===== config.mk =====
export PLATFORM = sky130hd
export DESIGN_NAME = argmax_stream_reduce
export DESIGN_NICKNAME = d
export VERILOG_FILES = /design/src/rtl/argmax_stream_reduce.sv
export SDC_FILE = /design/constraint.sdc
export NUM_CORES = 1
export LEC_CHECK = 0
export CAP_MARGIN = 20
export CORE_MARGIN = 3
export CORE_UTILIZATION = 45
export CTS_CLUSTER_SIZE = 25
export DETAILED_ROUTE_END_ITERATION = 8
export MAX_ROUTING_LAYER = met4
export PLACE_DENSITY_LB_ADDON = 0.15
export SLEW_MARGIN = 0
export SYNTH_ARGS = -nofsm -noshare
export SYNTH_HDL_FRONTEND = slang
export SYNTH_SLANG_ARGS = --single-unit

===== constraint.sdc =====
create_clock -name clk -period 3.4 [get_ports clk]
set_clock_uncertainty 0.05 [all_clocks]
set_input_delay 1.02 -clock clk [delete_from_list [all_inputs] [get_ports clk]]
set_output_delay 1.02 -clock clk [all_outputs]
set_load 0.01 [all_outputs]

===== src/rtl/argmax_stream_reduce.sv =====
// argmax_stream_reduce: streaming signed argmax/argmin over fixed-length vectors,
// one element per cycle, registered result with valid/ready on both sides.
module argmax_stream_reduce #(
    parameter int DATA_W  = 32,
    parameter int VEC_LEN = 16,
    parameter int IDX_W   = (VEC_LEN > 1) ? $clog2(VEC_LEN) : 1
) (
    input  logic              clk,
    input  logic              rst_n,
    input  logic              in_valid,
    output logic              in_ready,
    input  logic [DATA_W-1:0] in_data,
    input  logic              in_mode,
    output logic              out_valid,
    input  logic              out_ready,
    output logic [IDX_W-1:0]  out_index,
    output logic [DATA_W-1:0] out_value
);
    localparam logic [IDX_W-1:0] LAST_IDX = IDX_W'(VEC_LEN - 1);
    logic [IDX_W-1:0]  r_cnt;
    logic [IDX_W-1:0]  r_best_idx;
    logic [DATA_W-1:0] r_best_val;
    logic              r_mode;
    logic              r_out_valid;
    logic [IDX_W-1:0]  r_out_index;
    logic [DATA_W-1:0] r_out_value;
    logic              w_fire;
    logic              w_first;
    logic              w_last;
    logic              w_mode;
    logic              w_better;
    logic              w_take;
    logic [IDX_W-1:0]  w_win_idx;
    logic [DATA_W-1:0] w_win_val;
    assign in_ready  = !r_out_valid || out_ready;
    assign out_valid = r_out_valid;
    assign out_index = r_out_index;
    assign out_value = r_out_value;
    assign w_fire    = in_valid && in_ready;
    assign w_first   = r_cnt == '0;
    assign w_last    = r_cnt == LAST_IDX;
    assign w_mode    = w_first ? in_mode : r_mode;
    // strict compare so ties keep the earlier index
    assign w_better  = w_mode ? ($signed(in_data) < $signed(r_best_val))
                              : ($signed(in_data) > $signed(r_best_val));
    assign w_take    = w_first || w_better;
    assign w_win_val = w_take ? in_data : r_best_val;
    assign w_win_idx = w_first ? '0 : (w_better ? r_cnt : r_best_idx);
    always_ff @(posedge clk or negedge rst_n) begin
        if (!rst_n) begin
            r_cnt       <= '0;
            r_best_idx  <= '0;
            r_best_val  <= '0;
            r_mode      <= 1'b0;
            r_out_valid <= 1'b0;
            r_out_index <= '0;
            r_out_value <= '0;
        end else begin
            if (w_fire) begin
                r_best_val <= w_win_val;
                r_best_idx <= w_win_idx;
                r_mode     <= w_mode;
                r_cnt      <= w_last ? '0 : r_cnt + 1'b1;
            end
            if (w_fire && w_last) begin
                r_out_valid <= 1'b1;
                r_out_index <= w_win_idx;
                r_out_value <= w_win_val;
            end else if (out_ready) begin
                r_out_valid <= 1'b0;
            end
        end
    end
endmodule


After elaboration in Yosys (flattened, before gate mapping)
Index checks and enable logic that the tools add are counted.
Operators by class
  bitwise gates (word level): 0
  reductions and logical operators: 7
  shifts and indexed selects: 0
  add/sub/neg operators: 1
  equality and inequality tests: 1
  multiplexer cells: 8
  order comparisons: 2
  multiply operators: 0
  divide/modulo/power cells: 0
Operator list (count)
  $gt A32 B32 Y1: 1
  $lt A32 B32 Y1: 1
  $mux W32: 1
  $mux W4: 3
  $add A4 B1 Y4 const B: 1
  $eq A4 B4 Y1 const B: 1
  $logic_not A4 Y1: 1
  $mux W1: 4
  $logic_and A1 B1 Y1: 2
  $logic_or A1 B1 Y1: 2
  $reduce_bool A2 Y1: 1
  $logic_not A1 Y1: 1
Storage, ports and cells
  RAM bits: 0
  bits in read-only memories: 0
  register bits: 78
  output and inout bits: 38
  word-level logic and storage cells: 26
  latch bits: 0
  input port bits: 37
  memories: 0

Logic depth before layout (Yosys ltp)
  word-level depth: 5
  depth in mapped cells: 12
  depth with buffers taken out: 10

Worst setup path after synthesis
OpenSTA, ideal clock, no wires.
  kind: input to register
  start point: input in_data[23]
  end point: register r_best_val[10]
  library setup time: 0.125 ns
  data arrival time: 3.450 ns
  stages on the path: 11
  slack: -0.225 ns
  buffers on the path: 2
  cells stage by stage: ha_1 > a21oi_1 > o21ai_1 > a221oi_2 > o2111ai_1 > o22ai_2 > mux2i_2 > and2_0 > buf_6 > buf_12 > mux2_4
On the way
  cells in the longest elaborated chain, start to end: 4
  elaborated cells between the ends (all ways): 5
  those cells by class: order compare (2); mux (2); reduce/logical (1)
RTL lines
  start: declaration: line 12  | input logic [DATA_W-1:0] in_data,
  $gt A32 B32 Y1 / $lt A32 B32 Y1 (equally long branches): line 45, 44
  $mux W1 *: line 44  | assign w_better = w_mode ? ($signed(in_data) < $signed(r_best_val))
  $logic_or A1 B1 Y1 *: line 46  | assign w_take = w_first || w_better;
  $mux W32 *: line 47  | assign w_win_val = w_take ? in_data : r_best_val;
  end signal: assignment: line 60  | r_best_val <= w_win_val;
  end: declaration: line 22  | logic [DATA_W-1:0] r_best_val;
Mark *: on every way between the ends. The rest lies on a longest branch, timed or not.
A chain may end at the register's enable or synchronous reset.

Final worst setup path
  start point: input in_data[6]
  end point: register r_best_val[20]
The elaborated chain is that of the path after synthesis.

==> results.txt <==
status -> finished clean
Min-Delay Startpoint -> out_index[3]
placed insts -> 613
Reg2Reg Capture Point -> r_best_val[20]
final setup vio count -> 0
syn_nets -> 441
ANT nets after route -> 0
Syn Inst Count -> 370
DRC violations left -> 0
# diodes -> 0
setup ws final -> 0.03907 ns
R2R cell count -> 13
number of H-tree levels -> 3
cell area after placement -> 5759 um2
Syn Area/Cell -> 11.60 um2
delay-heaviest family, CP -> compound AO/OA/AOI/OAI gates
WP buf/inv -> 3
Tot GR Track Use -> 22.49%
WL final -> 11,530 um
CP startpoint kind -> primary input
Final Critical Period -> 3.361 ns
largest cells by area after synthesis -> dfrtp_1 45%, mux2_4 10%, ha_1 9.9%
DR pass1 iterations -> 4
CTS Sinks -> 78
Seq/Total Area, Yosys -> 45.48%
period utilization -> 98.85%
first-pass GRT wire length -> 19,150 um
vias post-DR -> 3,531
CTS Buffer Depth -> 2
Starting Density -> 46.45%
die height -> 103.7 um
Yosys top cell area share -> 45.48%
Multi-input gate area -> 2506 um2
GRT Residual Overflow -> 0
Reg2Reg Setup Slack -> 0.35 ns
clock latency on the worst-skew pair -> 0.35 ns
Final HPWL DP -> 7614 um
most common cell after layout, fill and taps aside -> dfrtp_1
GPL Wtd Cong -> 0.8334
Reg area -> 1952 um2
P_sw -> 2.066 mW
Num CTS Buffers -> 9
clk slew on worst S/H paths -> 0.08 ns
share of flip-flops with an asynchronous set or reset -> 100.0%
ratio of cells with drive above 1 in the final layout -> 44.57%
Comb power frac -> 58.3%
Worst Hold Depth -> 2
Switching Fraction -> 36.43%
nets@finish -> 582
TritonCTS clock tree -> yes
root buf cell -> clkbuf_8
final non-filler cell total -> 645
P_int -> 3.605 mW
Setup TNS -> 0 ns
Synth cell types -> 45
Worst slew margin -> 57.62%
# fillers -> 719
final hold vios -> 0
critical-path cell list -> dlygate4sd2_1 -> ha_1 -> nand2_2 -> o21ai_2 -> a221oi_4 -> a31oi_4 -> o22ai_4 -> mux2i_4 -> and2_4 -> buf_12 -> buf_12 -> mux2_4
Reg-to-Reg Start -> r_best_val[27]
CP peak stage delay -> 0.34 ns
Top FF cell, synth -> dfrtp_1
# rows -> 35
Clock power frac -> 10.9%
Pins Over Slew Limit -> 0
Max IR drop VDD -> 0.4288 mV
pre-CTS setup slack -> -0.7589 ns
hold buffers post-CTS -> 0
warnings from Yosys -> 0
Die X -> 103.7 um
Seq cells post-synth -> 78
DR WL/cell -> 17.88 um
Worst path slowest cell -> mux2i_4
core box area -> 9240 um2
Fmax -> 297.5 MHz
initial detailed-routing violation count -> 172
CP arrival -> 3.53 ns
largest net degree at the start of global routing -> 48
final instance area -> 6251 um2
Static Leak -> 2.793 nW
Max FO, Critical Path -> 6
biggest area consumer among synthesized cells -> dfrtp_1
Ports -> 75
CP endpoint kind -> flip-flop
max cap viols -> 0
EDFF count, synth -> 0
Avg Vias per Cell -> 5.474
die area -> 10,740 um2
initial antenna violation count -> 0
required time of the critical path -> 3.57 ns
Reg power frac -> 30.7%
I/O Buffers -> 74
actual slew at the worst max-slew pin -> 0.6357 ns
Hold Slack -> 0.4423 ns
number of global-route vias before repair -> 3,831
area delta synth->final -> 45.66%
Hold Path Sink -> out_index[3]
CP most frequent cell -> buf_12
Pwr Density -> 907.3 nW/um2
worst hold path type -> flip-flop to flip-flop
most frequent cells in the layout -> 78 x dfrtp_1, 63 x buf_4, 41 x clkdlybuf4s50_1
CP Class -> primary input to flip-flop
Post-Syn Area -> 4292 um2
[power groups by stage]
stage                     clock network (mW)  registers (mW)  logic [mW]
after floorplan                            0            1.77        1.66
after global routing                   0.683            1.81        3.58
final                                  0.619            1.74        3.31
after detailed placement                   0            1.75        2.81
after CTS                              0.635            1.74        3.11
after global placement                     0            1.73        2.73
[worst max path at each step]
stage                     start             end  cells past startpoint
floorplan           in_data[22]  r_best_val[10]                     11
global placement    in_data[15]    out_value[5]                     12
detailed placement  in_data[15]  r_best_val[10]                     11
CTS                 in_data[23]  r_best_val[20]                     12
global route         in_data[6]  r_best_val[20]                     12
finish               in_data[6]  r_best_val[20]                     12
[kinds of logic after synthesis]
logic type	count (synthesis)	synth area share [%]
AO/OA/AOI/OAI	76	14.99
XOR/XNOR	1	0.2041
adder cells (fa/ha/maj)	34	9.913
buffers and inverters	54	6.152
flip-flops	78	45.48
multiplexers	36	11.98
AND/OR/NAND/NOR	91	11.28
[repair_timing]
action	in CTS	in global routing
pin swaps	24	34
cloned	1	0
buffers inserted	13	2
setup endpoints to repair	72	70
resized for setup	87	52
[state kept, by name, indices dropped and copies added (netlist names)]
register,count
out_value,32
r_best_val,32
out_index,4
r_best_idx,4
r_cnt,4
out_valid,1
r_mode,1
[synth_stat cells (2+ instances only)]
library cell / n
nand2_1: 21
buf_2: 3
o31ai_1: 2
a21o_1: 2
o221a_2: 32
o22ai_1: 2
and2_1: 2
inv_1: 36
o21ai_0: 10
nand4_1: 6
a31oi_1: 3
mux2_2: 4
nand3_1: 5
or3_1: 31
a21oi_1: 15
buf_12: 3
ha_1: 34
nor2_1: 13
a32o_1: 2
clkbuf_1: 10
mux2i_1: 2
dfrtp_1: 78
mux2_4: 29
nand2b_1: 4
[routing by layer]
layer | track usage (%) | part of all wire [%]
met1 | 29.35 | 44
met2 | 36.26 | 50
met3 | 3.988 | 4.8
met4 | 6.458 | 1.1
met5 | - | 0
[worst reg2reg max path, cell delays in order (launching register included)]
cell	delay (ns)
dfrtp_1	0.42
inv_1	0.11
ha_4	0.21
nand4_1	0.12
buf_4	0.14
nor2_2	0.04
a221oi_2	0.33
o2111ai_2	0.19
o22ai_4	0.18
mux2i_4	0.34
and2_4	0.25
buf_12	0.13
buf_12	0.12
mux2_4	0.30
[stage by stage]
stage                     utilization (%)  power [mW]
final                               67.65       5.672
after global routing                67.65       6.079
after CTS                           66.72       5.485
after detailed placement            62.33       4.553
after global placement              62.33       4.466
after floorplan                         -       3.424
[cell type report]
type	count	share of cell area [%]
clock inverter	6	0.6205
tap	129	2.582
sequential	78	31.22
inverter	36	2.162
multi-input combinational	238	40.09
timing repair buffer	148	21.28
clock buffer	10	2.042
Note: power is estimated with default switching activity, not from simulation.
